File: src/rtl/pc_sequencer.sv
// Program-counter sequencer: fetches one instruction, hands it to the datapath,
// then advances pc sequentially or to a branch target until halted or faulted.
module pc_sequencer #(
    parameter logic [31:0] RESET_VEC   = 32'h0100_0000,
    parameter int unsigned ACK_TIMEOUT = 16
) (
    input  logic        clk,
    input  logic        rst,
    input  logic        run,
    input  logic        halt_req,
    output logic        imem_req,
    output logic [31:0] imem_addr,
    input  logic        imem_ack,
    input  logic [31:0] imem_rdata,
    output logic [31:0] instr,
    output logic        instr_valid,
    input  logic        exec_done,
    input  logic        br_taken,
    input  logic [31:0] br_target,
    output logic [31:0] pc,
    output logic [31:0] instret,
    output logic        halted,
    output logic        fault
);

    localparam int unsigned CNT_W = 8;

    typedef enum logic [2:0] {
        S_IDLE,
        S_FETCH,
        S_EXEC,
        S_HALT,
        S_FAULT
    } state_e;

    state_e             state_q, state_d;
    logic [31:0]        pc_q, pc_d;
    logic [31:0]        instret_q, instret_d;
    logic [31:0]        instr_q, instr_d;
    logic [CNT_W-1:0]   cnt_q, cnt_d;
    logic               imem_req_q, imem_req_d;
    logic               instr_valid_q, instr_valid_d;
    logic               halted_q, halted_d;
    logic               fault_q, fault_d;
    logic [31:0]        next_pc;

    // Next-state, pc and counter update
    always_comb begin
        state_d   = state_q;
        pc_d      = pc_q;
        instret_d = instret_q;
        instr_d   = instr_q;
        cnt_d     = cnt_q;
        next_pc   = br_taken ? br_target : pc_q + 32'd4;

        case (state_q)
            S_IDLE: begin
                if (run) begin
                    state_d = S_FETCH;
                    cnt_d   = '0;
                end
            end
            S_FETCH: begin
                // An ack arriving in the same cycle the limit is reached still wins
                if (imem_ack) begin
                    instr_d = imem_rdata;
                    state_d = S_EXEC;
                end else begin
                    cnt_d = cnt_q + CNT_W'(1);
                    if (cnt_d == CNT_W'(ACK_TIMEOUT)) begin
                        state_d = S_FAULT;
                    end
                end
            end
            S_EXEC: begin
                if (exec_done) begin
                    if (next_pc[1:0] != 2'b00) begin
                        state_d = S_FAULT;
                    end else begin
                        pc_d      = next_pc;
                        instret_d = instret_q + 32'd1;
                        if (halt_req) begin
                            state_d = S_HALT;
                        end else if (run) begin
                            state_d = S_FETCH;
                            cnt_d   = '0;
                        end else begin
                            state_d = S_IDLE;
                        end
                    end
                end
            end
            S_HALT:  state_d = S_HALT;
            S_FAULT: state_d = S_FAULT;
            default: state_d = S_IDLE;
        endcase

        imem_req_d    = (state_d == S_FETCH);
        instr_valid_d = (state_d == S_EXEC) && (state_q != S_EXEC);
        halted_d      = (state_d == S_HALT);
        fault_d       = (state_d == S_FAULT);
    end

    always_ff @(posedge clk) begin
        if (rst) begin
            state_q       <= S_IDLE;
            pc_q          <= RESET_VEC;
            instret_q     <= '0;
            instr_q       <= '0;
            cnt_q         <= '0;
            imem_req_q    <= 1'b0;
            instr_valid_q <= 1'b0;
            halted_q      <= 1'b0;
            fault_q       <= 1'b0;
        end else begin
            state_q       <= state_d;
            pc_q          <= pc_d;
            instret_q     <= instret_d;
            instr_q       <= instr_d;
            cnt_q         <= cnt_d;
            imem_req_q    <= imem_req_d;
            instr_valid_q <= instr_valid_d;
            halted_q      <= halted_d;
            fault_q       <= fault_d;
        end
    end

    assign imem_req    = imem_req_q;
    assign imem_addr   = pc_q;
    assign instr       = instr_q;
    assign instr_valid = instr_valid_q;
    assign pc          = pc_q;
    assign instret     = instret_q;
    assign halted      = halted_q;
    assign fault       = fault_q;

endmodule

File: config.mk
export PLATFORM = sky130hd
export DESIGN_NAME = pc_sequencer
export DESIGN_NICKNAME = d
export VERILOG_FILES = /design/src/rtl/pc_sequencer.sv
export SDC_FILE = /design/constraint.sdc
export NUM_CORES = 1
export LEC_CHECK = 0
export BUFFER_PORTS_ARGS = -buffer_cell sky130_fd_sc_hd__buf_2
export CAP_MARGIN = 20
export CORE_AREA = 3 3 122 124
export CTS_BUF_LIST = sky130_fd_sc_hd__clkbuf_8
export CTS_CLUSTER_SIZE = 12
export DETAILED_ROUTE_END_ITERATION = 16
export DIE_AREA = 0 0 125 127
export PLACE_DENSITY = 0.66
export SKIP_LAST_GASP = 1
export SLEW_MARGIN = 20
export SYNTH_ARGS = -nofsm -noshare
export SYNTH_HDL_FRONTEND = slang
export SYNTH_SLANG_ARGS = --single-unit
File: constraint.sdc
create_clock -name clk -period 2.62 [get_ports clk]
set_input_delay 0.393 -clock clk [delete_from_list [all_inputs] [get_ports clk]]
set_output_delay 0.393 -clock clk [all_outputs]
set_load 0.005 [all_outputs]
==> impl_metrics.csv <==
group,metric,value,unit
logic_synthesis,synth_edf_count,0,
cts,cts.sinks,111,
logic_synthesis,netlist_area,0.005503,mm2
logic_synthesis,seq_area_frac_synth,40.38,%
global_routing,grt.busiest_layer,"met2",
floorplanning,io_pins,203,
floorplanning,start_util,39.64,%
global_routing,met2_usage,30.47,%
sta,hold_violations,0,
hold_path,hp-class,"in -> reg",
worst_setup_path,end_kind,"flip-flop",
sta,relSlewSlack,34.40,%
worst_setup_path,crit_slowest_cell,"or4_1",
logic_synthesis,ys_seq_elements,111,
global_routing,grt_overflow_total,0,
sta,whs,0.2309,ns
finish,fin_cells,1026,
cts,clk_pin_slew,0.10,ns
cts,cts_buffers,9,
floorplanning,coreArea,0.01388,mm2
placed_design,dp.cells,1009,
logic_synthesis,syn_avg_cell_area,7.975,um2
sta,rsz0062_at_grt,"no",
cts,cts_tree,"built",
sta,fmax,444.2,MHz
placed_design,place_hpwl,10810,um
floorplanning,core.rowCount,43,
global_routing,use_met3,5.351,%
placed_design,io_buffers,202,
finish,area_growth,21.03,%
drt,routedWlPerCell,14.91,um
power_and_ir_drop,p_per_area,469.3,mW/mm2
sta,worst_pin_slew,0.9840,ns
finish,post-route-util,47.98,%
global_routing,use_met1,24.86,%
drt,ant_nets,0,
flow_run,drv_cap,0,
floorplanning,dieHeight,127,um
worst_setup_path,max_stage_delay,0.70,ns
global_routing,grt_pass1_vias,4881,
drt,firstDrtPassIters,5,
global_routing,grt_antenna_before_repair,2,
finish,multiInputGateArea,0.002831,mm2
finish,final_area,0.006660,mm2
cts,cts_max_path_buffers,2,
cts,cts_htree_levels,3,
cts,cts-root-buf,"clkbuf_8",
drt,drt_iter0_markers,277,
logic_synthesis,async_flop_share,0,%
global_routing,grt_pass1_wl,24950,um
finish,final.fill_count,1444,
cts,cts_hold_buf,0,
cts,cts_setup_buffers,0,
sta,slew_viol_final,0,
logic_synthesis,synth_nets,764,
sta,period_share,85.93,%
sta,tns,0,ns
logic_synthesis,ys_top_cells_by_area,"dfxtp_1, nand2_1, a21oi_1, buf_4, nor2_1",
placed_design,place_area,0.006451,mm2
cts,worstSkewPairLatency,0.38,ns
sta,finalClockSkew,0.01068,ns
finish,nets,914,
cts,post_cts_resized,0,
logic_synthesis,synth_warnings,0,
drt,drt-total-wl,15290,um
finish,final-seq-area,0.002222,mm2
drt,drc,0,
worst_setup_path,cp.arrival,2.48,ns
drt,viasPerCell,5.324,
global_routing,gr-usage-all-layers,18.81,%
finish,drive_gt1_share,29.35,%
power_and_ir_drop,vdd.ir_drop.worst,0.0003329,V
logic_synthesis,yosys.area.top_type_share,40.38,%
worst_setup_path,crit_required,2.85,ns
power_and_ir_drop,power_leakage,2.795,nW
floorplanning,dieArea,0.01588,mm2
logic_synthesis,syn_inst,690,
global_routing,grt_max_degree,92,
worst_setup_path,path_cells,"ha_1, nand3_1, or4_1, or4_1, nand3_1, a31oi_1",
status,outcome,"finished, final reports clean",
worst_setup_path,start_kind,"flip-flop",
logic_synthesis,synth_area_leader_cell,"dfxtp_1",
floorplanning,die_x,125,um
logic_synthesis,synthDistinctLibCells,61,
sta,period_minus_slack,2.251,ns
logic_synthesis,yosys_most_used_dff,"dfxtp_1",
placed_design,gp_congestion,0.8311,
sta,setup-violations-final,0,
drt,via_count,5462,
worst_setup_path,crit_fanout,7,
worst_setup_path,critPathKind,"reg -> reg",
worst_setup_path,regToRegSetupSlack,0.37,ns
==> metal layers <==
layer,routed length [um],vias up,part of all wire (%)
met5,13,-,0.085
met4,227,2,1.5
met3,1135,20,7.4
met2,7223,188,47
met1,6694,2537,44
li1,-,2715,-
==> cells by family (layout without fill, tap and decap cells) <==
kind of cell    count (synthesis)  after routing  synth area share [%]
compound gates                158            158                 18.78
xor+xnor                       28             28                 4.456
fa+ha+maj                       3              3                0.6822
buf+inv                        85            240                 8.367
flops                         111            111                 40.38
mux                             2              2                0.3638
other cells                     0              1                     0
simple gates                  303            303                 26.97
==> where the power goes <==
part / internal, W / total [W] / leakage [nW] / switching [W]
Combinational: 0.000128 / 0.000304 / 1.80 / 0.000176
Sequential: 0.00172 / 0.00174 / 0.897 / 0.0000241
Clock: 0.000474 / 0.00108 / 0.103 / 0.000604
==> cell usage in the layout (no fill, tap or decap), types with 3 or more instances in the layout <==
cell type    n
buf_2      201
dfxtp_1    111
nand2_1    106
a21oi_1     63
nor2_1      58
nand3_1     35
o21ai_0     26
nand4_1     23
xor2_1      22
buf_4       17
and3_1      13
nand2b_1    12
nor4_1      10
a211oi_1    10
clkbuf_8    10
nor3_1       8
a311oi_1     8
or3_1        7
a31oi_1      6
xnor2_1      6
nor3b_1      5
and4_1       5
inv_1        5
o31ai_1      5
a22oi_1      5
nor2b_1      4
o41ai_1      4
and2_1       4
a21o_1       4
o22ai_1      3
or4_1        3
ha_1         3
==> final cells by class <==
type	instances	share of cell area, %
Multi-Input combinational cell	494	42.51
Clock inverter	6	1.033
Tap cell	180	3.382
Sequential cell	111	33.36
Clock buffer	10	2.067
Inverter	5	0.2818
Antenna cell	1	0.03757
Timing Repair Buffer	219	17.32
==> synthesized netlist by cell type (6+ instances only) <==
cell type and count:
dfxtp_1 111, nand2_1 106, a21oi_1 64, nor2_1 58, nand3_1 35, buf_4 33, clkbuf_1 30, o21ai_0 26
nand4_1 23, xor2_1 22, and3_1 13, buf_2 13, nand2b_1 12, a211oi_1 10, nor4_1 10, a311oi_1 8
nor3_1 8, or3_1 7, a31oi_1 6, xnor2_1 6
==> state kept, by name, summed over array words and instances, names as in the netlist <==
register     flops
imem_addr       32
instr           32
instret         32
cnt_q            8
state_q          3
fault            1
halted           1
imem_req         1
instr_valid      1
==> worst paths after layout <==
check | from | to | depth (start not counted)
worst min-delay path | imem_rdata[30] | instr[30]$_SDFFE_PP0P_ | 3
worst min register to register | instr[2]$_SDFFE_PP0P_ | instr[2]$_SDFFE_PP0P_ | 2
worst max-delay path | imem_addr[2]$_SDFFE_PP0P_ | imem_addr[28]$_SDFFE_PP0P_ | 6
worst max register to register | imem_addr[2]$_SDFFE_PP0P_ | imem_addr[28]$_SDFFE_PP0P_ | 6
==> critical path, delay by kind of cell (launching register included) <==
family          cells  cell delay [ns]
fa+ha+maj           1             0.20
compound gates      1             0.07
simple gates        4             1.49
flops               1             0.34
==> per-stage QoR <==
stage                     setup WS [ns]  total power (W)
final                            0.3686         0.003126
after global routing             0.1991         0.003283
after CTS                        0.3598         0.003179
after detailed placement         0.2455         0.002089
after global placement           0.2666         0.002088
after floorplan                  0.4418         0.001959
Power figures use the tool's default switching activity.
